File: src/rtl/wb_io_bank.sv
// wb_io_bank: Wishbone register bank for N LEDs and N active-low push-buttons.
// Provides per-button debounce, sticky press events with a level interrupt,
// and hardware LED blinking driven by a programmable prescaler.
module wb_io_bank #(
  parameter logic [31:0] BASE_ADDR       = 32'h3000_0000,
  parameter int unsigned N_LEDS          = 4,
  parameter int unsigned N_BTNS          = 4,
  parameter int unsigned DEBOUNCE_CYCLES = 1000,
  parameter int unsigned BLINK_DIV_W     = 24
) (
  input  logic              clk,
  input  logic              reset,
  input  logic              i_wb_cyc,
  input  logic              i_wb_stb,
  input  logic              i_wb_we,
  input  logic [31:0]       i_wb_addr,
  input  logic [31:0]       i_wb_data,
  output logic              o_wb_ack,
  output logic              o_wb_stall,
  output logic [31:0]       o_wb_data,
  input  logic [N_BTNS-1:0] buttons,
  output logic [N_BTNS-1:0] buttons_enb,
  output logic [N_LEDS-1:0] led_enb,
  output logic [N_LEDS-1:0] leds,
  output logic              o_irq
);

  localparam int unsigned CNT_W = (DEBOUNCE_CYCLES > 1) ? $clog2(DEBOUNCE_CYCLES) : 1;
  localparam logic [CNT_W-1:0] CNT_MAX = CNT_W'(DEBOUNCE_CYCLES - 1);

  localparam logic [2:0] REG_LED_OUT   = 3'd0;
  localparam logic [2:0] REG_BLINK_EN  = 3'd1;
  localparam logic [2:0] REG_BTN_STATE = 3'd2;
  localparam logic [2:0] REG_BTN_EVENT = 3'd3;
  localparam logic [2:0] REG_IRQ_EN    = 3'd4;
  localparam logic [2:0] REG_PERIOD    = 3'd5;

  // Bus decode
  logic [31:0] offset_s;
  logic [2:0]  idx_s;
  logic        hit_s;
  logic        acc_s;
  logic        wr_s;
  logic        rd_s;
  logic        unused_bits_s;

  // Architectural registers
  logic [N_LEDS-1:0]      led_out_q, led_out_d;
  logic [N_LEDS-1:0]      blink_en_q, blink_en_d;
  logic [N_BTNS-1:0]      btn_event_q, btn_event_d;
  logic [N_BTNS-1:0]      irq_en_q, irq_en_d;
  logic [BLINK_DIV_W-1:0] period_q, period_d;
  logic [N_BTNS-1:0]      w1c_s;
  logic                   period_wr_s;

  // Button path
  logic [N_BTNS-1:0] sync1_q, sync2_q;
  logic [N_BTNS-1:0] deb_q, deb_d;
  logic [CNT_W-1:0]  cnt_q [N_BTNS];
  logic [CNT_W-1:0]  cnt_d [N_BTNS];

  // Blink path and outputs
  logic [BLINK_DIV_W-1:0] presc_q, presc_d;
  logic                   phase_q, phase_d;
  logic [N_LEDS-1:0]      leds_q, leds_d;
  logic                   ack_q, ack_d;
  logic [31:0]            rdata_q, rdata_d;
  logic [31:0]            rd_val_s;
  logic                   irq_q, irq_d;

  // Offset arithmetic wraps, so addresses below BASE_ADDR land far out of window.
  assign offset_s = i_wb_addr - BASE_ADDR;
  assign idx_s    = offset_s[4:2];
  assign hit_s    = (offset_s[31:5] == 27'd0) && (offset_s[1:0] == 2'b00) && (idx_s <= REG_PERIOD);
  assign acc_s    = i_wb_cyc & i_wb_stb & hit_s;
  assign wr_s     = acc_s & i_wb_we;
  assign rd_s     = acc_s & ~i_wb_we;

  assign unused_bits_s = ^{i_wb_data, offset_s};

  assign o_wb_stall  = 1'b0;
  assign buttons_enb = {N_BTNS{1'b1}};
  assign led_enb     = {N_LEDS{1'b0}};
  assign o_wb_ack    = ack_q;
  assign o_wb_data   = rdata_q;
  assign leds        = leds_q;
  assign o_irq       = irq_q;

  // Read multiplexer: zero-extend each register to the bus width.
  always_comb begin
    rd_val_s = 32'd0;
    case (idx_s)
      REG_LED_OUT:   rd_val_s = 32'(led_out_q);
      REG_BLINK_EN:  rd_val_s = 32'(blink_en_q);
      REG_BTN_STATE: rd_val_s = 32'(deb_q);
      REG_BTN_EVENT: rd_val_s = 32'(btn_event_q);
      REG_IRQ_EN:    rd_val_s = 32'(irq_en_q);
      REG_PERIOD:    rd_val_s = 32'(period_q);
      default:       rd_val_s = 32'd0;
    endcase
  end

  // Register write decode; BTN_STATE writes are acked but have no effect.
  always_comb begin
    led_out_d   = led_out_q;
    blink_en_d  = blink_en_q;
    irq_en_d    = irq_en_q;
    period_d    = period_q;
    w1c_s       = {N_BTNS{1'b0}};
    period_wr_s = 1'b0;
    if (wr_s) begin
      case (idx_s)
        REG_LED_OUT:   led_out_d  = i_wb_data[N_LEDS-1:0];
        REG_BLINK_EN:  blink_en_d = i_wb_data[N_LEDS-1:0];
        REG_BTN_EVENT: w1c_s      = i_wb_data[N_BTNS-1:0];
        REG_IRQ_EN:    irq_en_d   = i_wb_data[N_BTNS-1:0];
        REG_PERIOD: begin
          period_d    = i_wb_data[BLINK_DIV_W-1:0];
          period_wr_s = 1'b1;
        end
        default: begin
          led_out_d = led_out_q;
        end
      endcase
    end else begin
      period_wr_s = 1'b0;
    end
  end

  // Debounce counters: debounced bit follows the synchronised input after a stable run.
  always_comb begin
    deb_d = deb_q;
    for (int i = 0; i < int'(N_BTNS); i++) begin
      cnt_d[i] = cnt_q[i];
      if (sync2_q[i] == deb_q[i]) begin
        cnt_d[i] = '0;
      end else if (cnt_q[i] == CNT_MAX) begin
        deb_d[i] = sync2_q[i];
        cnt_d[i] = '0;
      end else begin
        cnt_d[i] = cnt_q[i] + CNT_W'(1'b1);
      end
    end
  end

  // Event flags, interrupt, blink prescaler, LED drive and bus response next state.
  always_comb begin
    // A new press overrides a simultaneous write-one-to-clear on the same bit.
    btn_event_d = (btn_event_q & ~w1c_s) | (deb_d & ~deb_q);
    irq_d       = |(btn_event_q & irq_en_q);
    presc_d     = presc_q;
    phase_d     = phase_q;
    if (period_wr_s) begin
      presc_d = '0;
      phase_d = 1'b0;
    end else if (presc_q == period_q) begin
      presc_d = '0;
      phase_d = ~phase_q;
    end else begin
      presc_d = presc_q + BLINK_DIV_W'(1'b1);
    end
    leds_d  = led_out_q & ~(blink_en_q & {N_LEDS{phase_q}});
    ack_d   = acc_s;
    if (rd_s) begin
      rdata_d = rd_val_s;
    end else begin
      rdata_d = rdata_q;
    end
  end

  // Bus-visible registers and outputs.
  always_ff @(posedge clk or posedge reset) begin
    if (reset) begin
      led_out_q   <= '0;
      blink_en_q  <= '0;
      btn_event_q <= '0;
      irq_en_q    <= '0;
      period_q    <= '1;
      presc_q     <= '0;
      phase_q     <= 1'b0;
      leds_q      <= '0;
      ack_q       <= 1'b0;
      rdata_q     <= 32'd0;
      irq_q       <= 1'b0;
    end else begin
      led_out_q   <= led_out_d;
      blink_en_q  <= blink_en_d;
      btn_event_q <= btn_event_d;
      irq_en_q    <= irq_en_d;
      period_q    <= period_d;
      presc_q     <= presc_d;
      phase_q     <= phase_d;
      leds_q      <= leds_d;
      ack_q       <= ack_d;
      rdata_q     <= rdata_d;
      irq_q       <= irq_d;
    end
  end

  // Button synchroniser (inverting the active-low pads) and debounce state.
  always_ff @(posedge clk or posedge reset) begin
    if (reset) begin
      sync1_q <= '0;
      sync2_q <= '0;
      deb_q   <= '0;
      for (int i = 0; i < int'(N_BTNS); i++) begin
        cnt_q[i] <= '0;
      end
    end else begin
      sync1_q <= ~buttons;
      sync2_q <= sync1_q;
      deb_q   <= deb_d;
      for (int i = 0; i < int'(N_BTNS); i++) begin
        cnt_q[i] <= cnt_d[i];
      end
    end
  end

endmodule

File: config.mk
export PLATFORM = sky130hd
export DESIGN_NAME = wb_io_bank
export DESIGN_NICKNAME = d
export VERILOG_FILES = /design/src/rtl/wb_io_bank.sv
export SDC_FILE = /design/constraint.sdc
export NUM_CORES = 1
export LEC_CHECK = 0
export BUFFER_PORTS_ARGS = -buffer_cell sky130_fd_sc_hd__buf_2
export CORE_ASPECT_RATIO = 1.1
export CORE_UTILIZATION = 45
export DETAILED_ROUTE_END_ITERATION = 8
export GPL_ROUTABILITY_DRIVEN = 0
export GPL_TIMING_DRIVEN = 0
export PLACE_DENSITY = 0.66
export SYNTH_ARGS = -nofsm -noshare
export SYNTH_HDL_FRONTEND = slang
export SYNTH_SLANG_ARGS = --single-unit
File: constraint.sdc
create_clock -name clk -period 13.1 [get_ports clk]
set_input_delay 1.965 -clock clk [delete_from_list [all_inputs] [get_ports clk]]
set_output_delay 1.965 -clock clk [all_outputs]
set_load 0.005 [all_outputs]
== Yosys cells after proc, flatten, opt, wreduce, memory -nomap -nowiden ==
Index checks and enable logic that the tools add are counted.

* Register bits: 155
* Input bits: 73
* Output and inout port bits: 47
* Word-level logic and storage cells: 91

* Add/sub/neg operators: 6
* Magnitude comparators: 1
* Eq/ne operators: 14
* Muxes and demuxes: 25
* Bitwise operators: 16
* Reductions and logical operators: 11

{| class="wikitable"
|+ Operators by type and width
! cell !! number
|-
| case mux 24 bit (6 select lines) || 1
|-
| 2-to-1 mux 10 bit || 8
|-
| 2-to-1 mux 24 bit || 2
|-
| adder 10 x 1 -> 10 bit, second input constant || 4
|-
| equality test 10 bit, second input constant || 4
|-
| subtractor 32 x 30 -> 32 bit, second input constant || 1
|-
| zero test 27 bit || 1
|-
| adder 24 x 1 -> 24 bit, second input constant || 1
|-
| equality test 24 bit || 1
|-
| bitwise AND 4 bit || 5
|-
| NOT 4 bit || 4
|-
| 2-to-1 mux 1 bit || 12
|-
| 2-to-1 mux 4 bit || 2
|-
| AND reduction 2 bit || 4
|-
| equality test 3 x 2 -> 1 bit, second input constant || 2
|-
| equality test 3 bit, second input constant || 2
|-
| bitwise AND 1 bit || 4
|-
| equality test 1 bit || 4
|-
| bitwise OR 4 bit || 1
|-
| OR reduction 4 bit || 1
|-
| equality test 3 x 1 -> 1 bit, second input constant || 1
|-
| <= comparator 3 bit, second input constant || 1
|-
| zero test 3 bit || 1
|-
| logical AND 1 bit || 2
|-
| 3 further kinds || 4
|}

== Longest topological paths before layout ==
Gate-level depths: netlist of run 1.

* Depth after elaboration: 10
* Gate-level depth with buffers: 8
* Mapped depth without buffers: 6

== Least setup slack after synthesis of run 1 ==
No wires, ideal clock.

* Path type: in2reg
* From: in i_wb_addr[15]
* To: reg blink_en_q[0]
* Library setup time: 125 ps
* Arrival time: 3,864 ps
* Data required time: 12,975 ps
* Slack: 9,111 ps
* Stages on the path: 6
* Path buffers: 1
* Cells stage by stage: or4_4 > a2111oi_4 > nand4_4 > or4_4 > buf_6 > mux2_4

* Longest elaborated chain between the ends: 7

{| class="wikitable"
|+ Ends and longest elaborated chain
! item !! RTL line !! source
|-
| start: declaration || 16 || <nowiki>input logic [31:0] i_wb_addr,</nowiki>
|-
| subtractor 32 x 30 -> 32 bit || 72 || <nowiki>assign offset_s = i_wb_addr - BASE_ADDR;</nowiki>
|-
| zero test 27 bit || 74 || <nowiki>assign hit_s = (offset_s[31:5] == 27'd0) && (offset_s[1:0] == 2'b00) && (idx_s <= REG_PERIOD);</nowiki>
|-
| logical AND 1 bit (2 in series) || 74 ||
|-
| bitwise AND 1 bit || 75 || <nowiki>assign acc_s = i_wb_cyc & i_wb_stb & hit_s;</nowiki>
|-
| bitwise AND 1 bit || 76 || <nowiki>assign wr_s = acc_s & i_wb_we;</nowiki>
|-
| AND reduction 2 bit (no line) || - ||
|-
| end signal: assignment || 187 || <nowiki>blink_en_q <= blink_en_d;</nowiki>
|-
| end: declaration || 49 || <nowiki>logic [N_LEDS-1:0] blink_en_q, blink_en_d;</nowiki>
|}

No other way between the ends.
A chain may end at the register's enable or synchronous reset.

== Worst setup path in the final report of run 1 ==
* From: in i_wb_addr[15]
* To: reg blink_en_q[1]

Same word-level chain as after synthesis.

==> results by group, run 1 <==
Clock network
  – CTS HTree Levels: 4
  – Post-CTS setup repair buffer count: 0
  – Worst-path clk slew: 50 ps
  – Sink Count: 147
  – Num CTS Buffers: 17
  – CTS root buffer: clkbuf_16
  – Clk_lat worst skew: 420 ps
  – CTS max path bufs: 2
  – Post-cts sizing count: 0
  – CTS tree: built
  – Hold_buf cts: 0

STA
  – Final-report setup violation count: 0
  – Fin Clk Skew: 6.96 ps
  – Final Hold Viols: 0
  – Max Slew Vio Count: 0
  – Final WS setup: 9240 ps
  – Max-slew headroom: 0.444
  – Setup TNS: 0 ps
  – Crit path time final: 3860 ps
  – RSZ-0062 raised after global routing: no
  – Fin crit share: 0.295
  – Fmax: 259 MHz
  – Worst Hold Slack: 349 ps
  – Worst Max-Slew Pin Slew: 828 ps

Floorplanning
  – Top Ports: 120
  – Core Region: 0.0152 mm2
  – Die height: 133 um
  – Rows: 47
  – Starting Density: 0.463
  – Die area: 0.0161 mm2
  – Die width: 121 um

Layout
  – Fillers: 1320
  – Final Util: 0.552
  – Area of the multi-input gates: 0.00307 mm2
  – Share of cells above drive strength 1: 0.277
  – Fin nets: 853
  – Area Overhead vs Synth: 19.2%
  – Cell Count, Final, Fillers Out: 984
  – Cell area after layout: 0.00838 mm2
  – Storage cell area: 0.00371 mm2

Critical path
  – CP peak stage delay: 530 ps
  – Crit-path cells: buf_2 > or4_4 > a2111oi_4 > nand4_4 > or4_4 > buf_6 > mux2_4
  – Required time worst endpoint: 13400 ps
  – Crit Path Category: primary input to flop
  – CP top delay family: simple AND/OR/NAND/NOR gates
  – Slowest CP cell: or4_4
  – Critical Path Fanout Max: 7
  – Worst setup SP type: primary input
  – Critical path arrival: 4160 ps
  – Worst setup EP type: flop
  – CP bufs+invs: 2
  – CP dominant cell by count: or4_4

Synth
  – Sequential element share of the synthesized area: 0.528
  – Most used DFF post-synth: dfrtp_1
  – Dominant cell type by area after synthesis: dfrtp_1
  – Count of state elements after synthesis: 147
  – Synth Cell Area: 0.00703 mm2
  – Fraction of registers with async set/reset: 1.00
  – Top cells by count, synth: dfrtp_1, nor2_1, nand2_1
  – Count leader, synth: dfrtp_1
  – Top area cells in the synthesized netlist: dfrtp_1, dfstp_2, mux2_2
  – Cells after Synth: 645
  – Syn avg cell area: 10.9 um2
  – Ys Warns: 0
  – Synth cell types: 51
  – EDFF count, synth: 0
  – Top-area cell type share of the netlist area: 0.438

Detailed routing
  – Detailed Route WL: 15000 um
  – DR WL/cell: 15.2 um
  – # DRC: 0
  – Initial DRC Count: 380
  – First-pass DRT Iterations: 4
  – Vias per cell: 5.14
  – Vias: 5054
  – Post-route ant nets: 0

Placed design
  – HPWL Detailed: 11200 um
  – Pre-CTS setup slack: 8770 ps
  – DP Area: 0.00783 mm2
  – Cells after DPL: 951
  – I/O Buffers: 94

Power and ir drop
  – Internal power: 0.752 mW
  – Seq pwr share: 0.484
  – Gate power share: 0.045
  – PwrDens: 114 mW/mm2
  – Switching power: 0.203 mW
  – Peak supply drop: 0.0942 mV
  – Clock power share: 0.471
  – Power Total: 0.955 mW
  – Static Leak: 3.94 nW
  – Sw Share: 0.212

Global routing
  – Largest net degree at the start of global routing: 79
  – Global-route wire length before repair: 25800 um
  – Vias in the first global route: 5269
  – Total Routing Usage GR: 0.206
  – GRT Residual Overflow: 0
  – Initial antenna violation count: 1

Job
  – Maximum capacitance violations: 0

Hold path
  – Hold/Removal Path Class: flop to flop

Status
  – Outcome: finished, final reports clean
[registers in the layout (all words and copies together), names as in the netlist]
register / flops
sync2_q: 4
blink_en_q: 4
led_out_q: 4
presc_q: 24
o_wb_data: 24
btn_event_q: 4
cnt_q: 40
o_wb_ack: 1
sync1_q: 4
period_q: 24
leds: 4
o_irq: 1
phase_q: 1
irq_en_q: 4
deb_q: 4
[per-layer routing]
layer,up-vias,wire (um),global-route usage
met2,125,7530,0.334
met4,0,282,0.0940
met5,-,0,0
met3,21,626,0.0379
met1,2463,6560,0.267
li1,2445,-,-
[worst paths after layout]
| kind | slack [ps] | start | cells past startpoint | to |
|---|---|---|---|---|
| setup / recovery | 9240 | i_wb_addr[15] | 7 | blink_en_q[1]$_DFFE_PP0P_ |
| hold reg to reg | 350 | sync1_q[1]$_DFF_PP0_ | 0 | sync2_q[1]$_DFF_PP0_ |
| setup reg to reg | 10610 | period_q[21]$_DFFE_PP1P_ | 6 | presc_q[11]$_DFF_PP0_ |
| hold / removal | 350 | sync1_q[1]$_DFF_PP0_ | 0 | sync2_q[1]$_DFF_PP0_ |
| max in group asynchronous | 10640 | reset | 3 | sync2_q[1]$_DFF_PP0_ |
| min in group asynchronous | 1660 | reset | 2 | o_wb_data[14]$_DFFE_PP0P_ |
[kinds of logic (layout without fill, tap and decap cells)]
kind of cell,count (synthesis),after routing,synth area share
adders and majority gates,6,6,0.0107
DFF,147,147,0.528
AOI/OAI and AO/OA,64,64,0.0554
other,2,18,0.00107
buffers and inverters,58,185,0.0431
muxes,53,53,0.0896
xor gates and xnor gates,84,84,0.105
and+or+nand+nor,231,231,0.168
[worst register-to-register path: stages, from the launching register on]
cell      delay [ps]
dfstp_2          550
xor2_1            70
nor4_1           360
nand4_1          170
nor3_1           660
clkbuf_1         420
nor3_1           130
[cell usage in the layout, fill, tap and decap left out, drive strengths merged, types with 7 or more instances in the layout]
cell | Yosys | layout
dfrtp | 123 | 123
buf | 24 | 119
nor2 | 59 | 59
nand2 | 50 | 50
mux2 | 45 | 45
clkbuf | 16 | 44
xor2 | 43 | 43
o21ai | 42 | 42
xnor2 | 41 | 41
nor3 | 34 | 34
dfstp | 24 | 24
nand3 | 19 | 19
inv | 18 | 18
conb | 2 | 17
nand4 | 17 | 17
nor4 | 10 | 10
and3 | 8 | 8
mux2i | 7 | 7
or4 | 7 | 7
[final cells by class]
cell class                 instances  area share
sequential                       147       0.443
clock buffer                      28      0.0593
timing repair buffer              95      0.0594
antenna                            1    0.000299
tap                              196      0.0293
inverter                          18     0.00866
buffer                            40      0.0281
clock inverter                     4     0.00567
multi-input combinational        455       0.367
[power by group through the flow]
stage	Clock [mW]	Sequential, mW	Combinational, mW
2_1_floorplan	0	0.469	0.0250
3_3_place_gp	0	0.470	0.0415
3_5_place_dp	0	0.470	0.0437
4_1_cts	0.459	0.462	0.0439
5_1_grt	0.479	0.462	0.0491
6_report	0.450	0.462	0.0429
Note: power is estimated with default switching activity, not from simulation.
==> run 2, diff against run 1 <==
- clock period: 13.1 -> 3.81 ns (I/O delays scaled with it)
==> results by group, run 2 (same netlist as run 1, synthesis figures left out) <==
Global routing
  – Initial antenna violation count: 0
  – Met2 Usage GRT: 0.351
  – Global-route wire length before repair: 25700 um
  – Vias in the first global route: 5217
  – GRT Residual Overflow: 0
  – Total Routing Usage GR: 0.207
  – GR Layer Usage met1: 0.263
  – Global Route met3 Usage: 0.0392
  – Largest net degree at the start of global routing: 40
  – GRT busiest layer: met2

Power and ir drop
  – Static Leak: 4.01 nW
  – PwrDens: 412 mW/mm2
  – Power Total: 3.51 mW
  – Peak supply drop: 0.318 mV

Detailed routing
  – Vias per cell: 5.19
  – # DRC: 0
  – DR WL/cell: 15.8 um
  – Detailed Route WL: 15600 um
  – Vias: 5114
  – Initial DRC Count: 248
  – First-pass DRT Iterations: 4
  – Post-route ant nets: 0

Critical path
  – R2R setup slack: 1200 ps
  – Crit Path Category: flop to flop
  – RR Endpoint: presc_q[20]$_DFF_PP0_
  – Worst setup SP type: flop
  – Critical Path Fanout Max: 10
  – Worst setup EP type: flop
  – Worst r2r path cells: 6
  – Crit Reg-Reg Startpoint: period_q[21]$_DFFE_PP1P_
  – Critical path arrival: 2890 ps
  – Required time worst endpoint: 4090 ps

Status
  – Outcome: finished, final reports clean

STA
  – RSZ-0062 raised after global routing: no
  – Fmax: 383 MHz
  – Fin crit share: 0.685
  – Max Slew Vio Count: 0
  – Setup TNS: 0 ps
  – Max-slew headroom: 0.406
  – Fin Clk Skew: 6.72 ps
  – Worst Max-Slew Pin Slew: 885 ps
  – Crit path time final: 2610 ps
  – Worst Hold Slack: 184 ps
  – Final Hold Viols: 0
  – Final-report setup violation count: 0

Clock network
  – Worst-path clk slew: 60 ps
  – CTS root buffer: clkbuf_16
  – CTS HTree Levels: 4
  – Clk_lat worst skew: 420 ps
  – Post-CTS setup repair buffer count: 0
  – CTS max path bufs: 2
  – Sink Count: 147
  – Num CTS Buffers: 17
  – Post-cts sizing count: 0
  – Hold_buf cts: 0
  – CTS tree: built

Floorplanning
  – Top Ports: 120
  – Die area: 0.0161 mm2
  – Die height: 133 um
  – Core Region: 0.0152 mm2
  – Starting Density: 0.463
  – Rows: 47
  – Die width: 121 um

Layout
  – Share of cells above drive strength 1: 0.290
  – Commonest non-fill, non-tap cell in the layout: dfrtp_1
  – Fin nets: 856
  – Commonest cells after routing, fill and taps aside: dfrtp_1, buf_2, nor2_1, nand2_1, xor2_1
  – Max reg flops: 40
  – Reg with most FFs: cnt_q
  – # diodes: 0
  – Area Overhead vs Synth: 21.3%

Hold path
  – Hold/Removal Path Class: primary input to asynchronous set/reset pin

Placed design
  – HPWL Detailed: 11700 um
  – I/O Buffers: 94

Job
  – Maximum capacitance violations: 0
run 2: cell types whose count changed in the layout (fill, tap and decap cells not counted), sizes merged:
| cell | delta |
|---|---|
| buf | +3 |
| clkbuf | -10 |
| diode | -1 |
| clkinv | +5 |
| bufinv | +3 |
| clkinvlp | +1 |
| inv | +1 |
run 2: layer usage:
| layer | vias to the layer above | wire length, um | share of wire |
|---|---|---|---|
| met1 | 2513 | 6800 | 0.44 |
| met4 | 0 | 212 | 0.014 |
| li1 | 2460 | - | - |
| met5 | - | 0 | 0 |
| met2 | 124 | 7990 | 0.51 |
| met3 | 17 | 568 | 0.036 |
run 2: critical path: stages (launching register included):
cell and delay [ps]:
dfstp_2 550, xor2_1 70, nor4_1 410, nand4_1 180, nor3_1 710, clkbuf_1 430, nor3_1 130
run 2: layout make-up:
| type | count | area, um2 |
|---|---|---|
| buffer | 40 | 235 |
| clock buffer | 18 | 429 |
| clock inverter | 14 | 204 |
| fill | 1324 | 6650 |
| inverter | 18 | 71.3 |
| multi-input combinational | 455 | 3070 |
| sequential | 147 | 3710 |
| tap | 196 | 245 |
| timing repair buffer | 98 | 558 |
run 2: power breakdown:
part / switching, mW / total [mW] / internal [mW] / leakage [nW]
Clock: 0.662 / 1.77 / 1.11 / 0.309
Sequential: 0.0108 / 1.59 / 1.58 / 1.93
Combinational: 0.0910 / 0.158 / 0.0668 / 1.77
Total: 0.764 / 3.51 / 2.75 / 4.01
run 2: metrics by stage:
| step | utilization | setup WS [ps] | instances | cell area (um2) |
|---|---|---|---|---|
| final | 0.562 | 1200 | 986 | 8520 |
| after global routing | 0.562 | 1050 | 986 | 8520 |
| after CTS | 0.562 | 1200 | 986 | 8520 |
| after detailed placement | 0.520 | 846 | 954 | 7890 |
| after global placement | 0.514 | 572 | 950 | 7800 |
| after floorplan | - | 1210 | 660 | 7090 |
run 2: worst max path at each step:
stage / endpoint / slack, ps / from / depth (start not counted)
floorplan: blink_en_q[0]$_DFFE_PP0P_ / 1210 / i_wb_addr[15] / 6
global placement: cnt_q[1]$_DFF_PP0_ / 570 / reset / 2
detailed placement: btn_event_q[1]$_DFF_PP0_ / 850 / i_wb_addr[15] / 6
CTS: presc_q[11]$_DFF_PP0_ / 1200 / period_q[21]$_DFFE_PP1P_ / 6
global route: presc_q[13]$_DFF_PP0_ / 1050 / period_q[19]$_DFFE_PP1P_ / 6
finish: presc_q[20]$_DFF_PP0_ / 1200 / period_q[21]$_DFFE_PP1P_ / 6
